===== src/rtl/ps2_keyboard_ctrl.sv =====
// ps2_keyboard_ctrl
//   Receives PS/2 bytes from the reader, brings the byte-valid level into the
//   clk domain, folds the E0/F0 prefix bytes into single key events and
//   queues the events in a FIFO that the CPU pops. When the FIFO is nearly
//   full, it asks the pad logic to inhibit the keyboard.
//
//   Optional feature macro: PS2_PREFIX_TIMEOUT_EN. When it is defined, a
//   partial prefix sequence is abandoned after TIMEOUT_CYCLES idle cycles.
//
// Ports
//   clk        system clock
//   rst        synchronous active-high reset
//   rx_data    byte from the PS/2 reader
//   rx_update  reader byte-valid level (asynchronous)
//   ev_data    head event {brk, ext, code[7:0]}
//   ev_valid   FIFO non-empty
//   ev_ready   CPU pop request
//   count      FIFO occupancy 0..DEPTH
//   overflow   sticky flag, set when an event is dropped
//   ovf_clr    clears overflow (a drop in the same cycle wins)
//   ps2_hold   request to hold PS/2 clock low
//
// Decoder states
//   state    | meaning
//   IDLE     | no prefix pending
//   GOT_E0   | extended prefix seen
//   GOT_F0   | break prefix seen
//   GOT_E0F0 | extended break prefix seen
module ps2_keyboard_ctrl #(
   parameter int DEPTH          = 16,
   parameter int TIMEOUT_CYCLES = 1000000
) (
   input  logic                     clk,
   input  logic                     rst,
   input  logic [7:0]               rx_data,
   input  logic                     rx_update,
   output logic [9:0]               ev_data,
   output logic                     ev_valid,
   input  logic                     ev_ready,
   output logic [$clog2(DEPTH):0]   count,
   output logic                     overflow,
   input  logic                     ovf_clr,
   output logic                     ps2_hold
);

   localparam int AW = $clog2(DEPTH);
   localparam logic [AW:0] FULL_CNT = (AW+1)'(DEPTH);
   localparam logic [AW:0] HOLD_CNT = (AW+1)'(DEPTH - 2);

   typedef enum logic [1:0] {IDLE, GOT_E0, GOT_F0, GOT_E0F0} state_t;

   logic         sync1, sync2, sync3;
   logic         byte_strobe, byte_vld;
   logic [7:0]   byte_q;
   state_t       state, state_next;
   logic         push;
   logic [9:0]   ev_in;

   logic [9:0]   mem [DEPTH];
   logic [AW-1:0] wr_ptr, rd_ptr, rd_next;
   logic         do_pop, push_ok;
   logic [AW:0]  count_next;
   logic [9:0]   head_next;

   // two-flop synchronizer plus a delayed copy for rising-edge detection;
   // the strobe is registered, the byte is captured on the strobe cycle and
   // the decoder acts one cycle later
   always_ff @(posedge clk) begin
      if (rst) begin
         sync1       <= 1'b0;
         sync2       <= 1'b0;
         sync3       <= 1'b0;
         byte_strobe <= 1'b0;
         byte_vld    <= 1'b0;
         byte_q      <= 8'h00;
      end else begin
         sync1       <= rx_update;
         sync2       <= sync1;
         sync3       <= sync2;
         byte_strobe <= sync2 & ~sync3;
         byte_vld    <= byte_strobe;
         if (byte_strobe) byte_q <= rx_data;
      end
   end

`ifdef PS2_PREFIX_TIMEOUT_EN
   localparam int TW = $clog2(TIMEOUT_CYCLES + 1);
   localparam logic [TW-1:0] TMR_LOAD = TW'(TIMEOUT_CYCLES - 1);
   logic [TW-1:0] tmr;
   logic          timeout;

   // reloads on every decoded byte and while idle, so it only expires when
   // a prefix has been pending for TIMEOUT_CYCLES cycles
   always_ff @(posedge clk) begin
      if (rst) begin
         tmr <= TMR_LOAD;
      end else if (state == IDLE || byte_vld) begin
         tmr <= TMR_LOAD;
      end else if (tmr != '0) begin
         tmr <= tmr - TW'(1);
      end
   end
   assign timeout = (tmr == '0) && (state != IDLE);
`else
   logic timeout;
   assign timeout = 1'b0;
`endif

   // a decoded byte takes priority over an expiring timeout
   always_comb begin
      state_next = state;
      push       = 1'b0;
      ev_in      = '0;
      if (byte_vld) begin
         if (byte_q == 8'hE0) begin
            state_next = GOT_E0;
         end else if (byte_q == 8'hF0) begin
            state_next = (state == GOT_E0 || state == GOT_E0F0) ? GOT_E0F0 : GOT_F0;
         end else begin
            push       = 1'b1;
            ev_in      = {(state == GOT_F0 || state == GOT_E0F0),
                          (state == GOT_E0 || state == GOT_E0F0), byte_q};
            state_next = IDLE;
         end
      end else if (timeout) begin
         state_next = IDLE;
      end
   end

   always_ff @(posedge clk) begin
      if (rst) state <= IDLE;
      else     state <= state_next;
   end

   // a full FIFO still accepts a push when the same edge pops
   assign do_pop  = ev_valid & ev_ready;
   assign push_ok = push & ((count != FULL_CNT) | do_pop);
   assign rd_next = do_pop ? rd_ptr + AW'(1) : rd_ptr;

   always_comb begin
      case ({push_ok, do_pop})
         2'b10:   count_next = count + (AW+1)'(1);
         2'b01:   count_next = count - (AW+1)'(1);
         default: count_next = count;
      endcase
   end

   // registered show-ahead head: bypass the incoming event when it lands in
   // the slot that becomes the head
   assign head_next = (push_ok && wr_ptr == rd_next) ? ev_in : mem[rd_next];

   always_ff @(posedge clk) begin
      if (push_ok) mem[wr_ptr] <= ev_in;
   end

   always_ff @(posedge clk) begin
      if (rst) begin
         wr_ptr   <= '0;
         rd_ptr   <= '0;
         count    <= '0;
         ev_valid <= 1'b0;
         ev_data  <= '0;
         overflow <= 1'b0;
         ps2_hold <= 1'b0;
      end else begin
         if (push_ok) wr_ptr <= wr_ptr + AW'(1);
         rd_ptr   <= rd_next;
         count    <= count_next;
         ev_valid <= (count_next != '0);
         if (count_next != '0) ev_data <= head_next;
         if (push && !push_ok) overflow <= 1'b1;
         else if (ovf_clr)     overflow <= 1'b0;
         ps2_hold <= (count >= HOLD_CNT);
      end
   end

endmodule


===== config.mk =====
export PLATFORM = sky130hd
export DESIGN_NAME = ps2_keyboard_ctrl
export DESIGN_NICKNAME = d
export VERILOG_FILES = /design/src/rtl/ps2_keyboard_ctrl.sv
export SDC_FILE = /design/constraint.sdc
export NUM_CORES = 1
export LEC_CHECK = 0
export CAP_MARGIN = 30
export CORE_ASPECT_RATIO = 0.7
export CORE_MARGIN = 1
export CORE_UTILIZATION = 45
export CTS_CLUSTER_DIAMETER = 30
export DETAILED_ROUTE_END_ITERATION = 16
export PLACE_DENSITY = 0.65
export SLEW_MARGIN = 20
export SYNTH_ARGS = -nofsm -noshare
export SYNTH_HDL_FRONTEND = slang
export SYNTH_SLANG_ARGS = --single-unit

===== constraint.sdc =====
create_clock -name clk -period 5.2 [get_ports clk]
set_input_delay 1.56 -clock clk [delete_from_list [all_inputs] [get_ports clk]]
set_output_delay 1.56 -clock clk [all_outputs]
set_load 0.02 [all_outputs]

==> impl_metrics.json <==
{
  "status": "finished clean",
  "syn_to_final_growth_pct": 18.4,
  "synth-async-reset-ratio_pct": 0,
  "cts_tree": "built",
  "worst_pin_slew_ns": 0.944,
  "num_io_pins": 31,
  "rrSetupSlack_ns": 1.69,
  "setup_viol": 0,
  "reg2reg_depth": 12,
  "hold_path_class": "flop to flop",
  "p_leak_uw": 0.00406,
  "drive_above_1_share_pct": 13.1,
  "vdd_drop_max_mv": 0.317,
  "floorplan.initialDensity_pct": 46.1,
  "rsz0062_at_grt": "false",
  "cts_buffer_depth": 3,
  "yosys_warnings": 0,
  "grt_max_degree": 78,
  "rr_startpoint": "byte_q[7]",
  "grt_pass1_wl_um": 37800,
  "fmax_ghz": 0.248,
  "ant_nets": 0,
  "min_period_ns": 4.03,
  "wl_per_cell_um": 22.4,
  "crit_required_ns": 5.59,
  "drc": 0,
  "antenna_found_initial": 0,
  "critPathKind": "input port to flop",
  "gr-total-overflow": 0,
  "dieArea_um2": 21900,
  "cts_sinks": 201,
  "yosysSeqAreaShare_pct": 58.6,
  "crit_fanout": 11,
  "hold_depth": 1,
  "layout.nets": 845,
  "dp_hpwl_um": 16600,
  "cts_resized": 0,
  "hold_violations": 0,
  "first_global_vias": 6356,
  "syn_nets": 803,
  "gp_congestion": 0.890,
  "fin_setup_tns_ns": 0,
  "cts_root_buf": "clkbuf_16",
  "port_buffers": 30,
  "placeableCoreArea_um2": 20800,
  "std_cell_rows": 44,
  "die_w_um": 177,
  "slew_viol_final": 0,
  "antenna_cells": 0,
  "drtPass1Iterations": 5,
  "hold_path_end": "byte_strobe",
  "grt_use_total_pct": 23.4,
  "synthCells": 781,
  "power.density_nw_per_um2": 390,
  "layout_commonest_cell": "edfxtp_1",
  "clkTransAtPathRegs_ns": 0.05,
  "syn_avg_cell_area_um2": 12.3,
  "post-route-period-util_pct": 77.5,
  "chipHeight_um": 124,
  "mostFrequentLayoutCells": "edfxtp_1 (160), mux2i_1 (78), nand2_1 (60), a22oi_1 (59), nand2b_1 (40)",
  "synth_cell_types": 61,
  "ctsHtreeMaxLevel": 2,
  "maxCapViolCount": 0,
  "numCtsBuffers": 35,
  "cp-end-kind": "flop",
  "via_per_inst": 5.98,
  "slew_headroom_pct": 37.1,
  "syn_area_um2": 9600,
  "num_vias": 6715,
  "detail_route.wirelength_um": 25100,
  "min_from": "sync3",
  "synth_ff_type": "edfxtp_1",
  "fin_skew_ns": 0.0256,
  "post_cts_buffers": 0,
  "ys_ff_latch": 201,
  "drt_iter0_drc": 737,
  "cts_hold_buf": 0,
  "arrival_ns": 4.42,
  "clkLatencyLatePin_ns": 0.50,
  "start_kind": "input port",
  "r2r-end": "ev_data[2]",
  "hold_slack_ns": 0.392,
  "synth_edf_count": 160
}
stage by stage:
stage               instances  cell area, um2  utilization, %  worst slack [ns]  power [uW]
floorplan                 781            9600               -              1.32        2060
global placement         1062           10200            49.0             0.793        2180
detailed placement       1062           10200            49.0             0.723        2190
CTS                      1122           11400            54.6              1.21        4460
global route             1122           11400            54.6              1.03        4570
finish                   1122           11400            54.6              1.17        4430
how the worst max path moves through the flow:
stage	from	end	cells past startpoint
after floorplan	ev_ready	ev_data[2]	12
after global placement	ev_ready	ev_data[9]	12
after detailed placement	ev_ready	ev_data[2]	12
after CTS	ev_ready	ev_data[2]	12
after global routing	ev_ready	ev_data[9]	12
final	ev_ready	ev_data[2]	12
report_power, final:
part	switching, uW	internal, uW
Clock	808	1470
Sequential	34.2	1740
Combinational	221	160
Total	1060	3370
state kept, by name (all words and copies together) (netlist names):
register	flops
byte_q	8
byte_strobe	1
byte_vld	1
count	5
ev_data	10
ev_valid	1
mem	160
overflow	1
ps2_hold	1
rd_ptr	4
state	2
sync1	1
sync2	1
sync3	1
wr_ptr	4
layer usage:
| metal | wire length [um] | vias to the layer above | track usage (%) |
|---|---|---|---|
| met4 | 383 | 0 | 5.50 |
| met5 | 0 | - | 0 |
| met1 | 11700 | 3322 | 34.9 |
| met2 | 10800 | 266 | 34.7 |
| met3 | 2170 | 33 | 5.04 |
| li1 | - | 3094 | - |
critical path, stage by stage:
cell,delay (ns)
clkdlybuf4s50_1,0.45
and2_1,0.18
nand2b_1,0.12
inv_1,0.12
fa_1,0.41
and3_1,0.24
or3_1,0.40
o221ai_2,0.17
o2111ai_1,0.13
buf_4,0.20
and2_4,0.21
a311oi_2,0.22
area by class of cell:
class / count / area [um2]
inverters: 7 / 26.3
repair buffers: 60 / 526
fillers: 1692 / 9450
well taps: 276 / 345
clock inverters: 21 / 260
flip-flops and latches: 201 / 5630
multi-input cells: 518 / 3670
clock buffers: 39 / 901
Yosys cell counts, types with 3 or more instances:
cell type / count / area (um2)
a211oi_1: 29 / 218
a21oi_1: 19 / 95.1
a22o_1: 9 / 78.8
a22oi_1: 59 / 443
a311oi_2: 9 / 135
and2_1: 12 / 75.1
and3_1: 14 / 87.6
buf_1: 7 / 26.3
buf_2: 18 / 90.1
buf_4: 7 / 52.6
clkbuf_1: 19 / 71.3
dfxtp_1: 41 / 821
edfxtp_1: 160 / 4800
ha_1: 8 / 100
inv_1: 7 / 26.3
mux2_2: 4 / 45.0
mux2i_1: 78 / 781
nand2_1: 60 / 225
nand2b_1: 40 / 250
nand3_1: 22 / 110
nand4_1: 12 / 75.1
nor2_1: 34 / 128
nor2b_1: 10 / 62.6
nor3_1: 10 / 50.1
o211ai_1: 14 / 105
o21ai_0: 19 / 95.1
o311ai_1: 7 / 61.3
or3_1: 3 / 18.8
xnor2_1: 7 / 61.3
xor2_1: 4 / 35.0
cell families (layout without fill, tap and decap cells):
group                      Yosys count  after routing  share of synthesized area, %
AOI/OAI and AO/OA                  184            184                          14.5
xor gates and xnor gates            13             13                          1.47
adders and majority gates            9              9                          1.25
buffers and inverters               62            127                          3.14
DFF                                201            201                          58.6
muxes                               82             82                          8.60
and+or+nand+nor                    230            230                          12.4
Note: power is estimated with default switching activity, not from simulation.
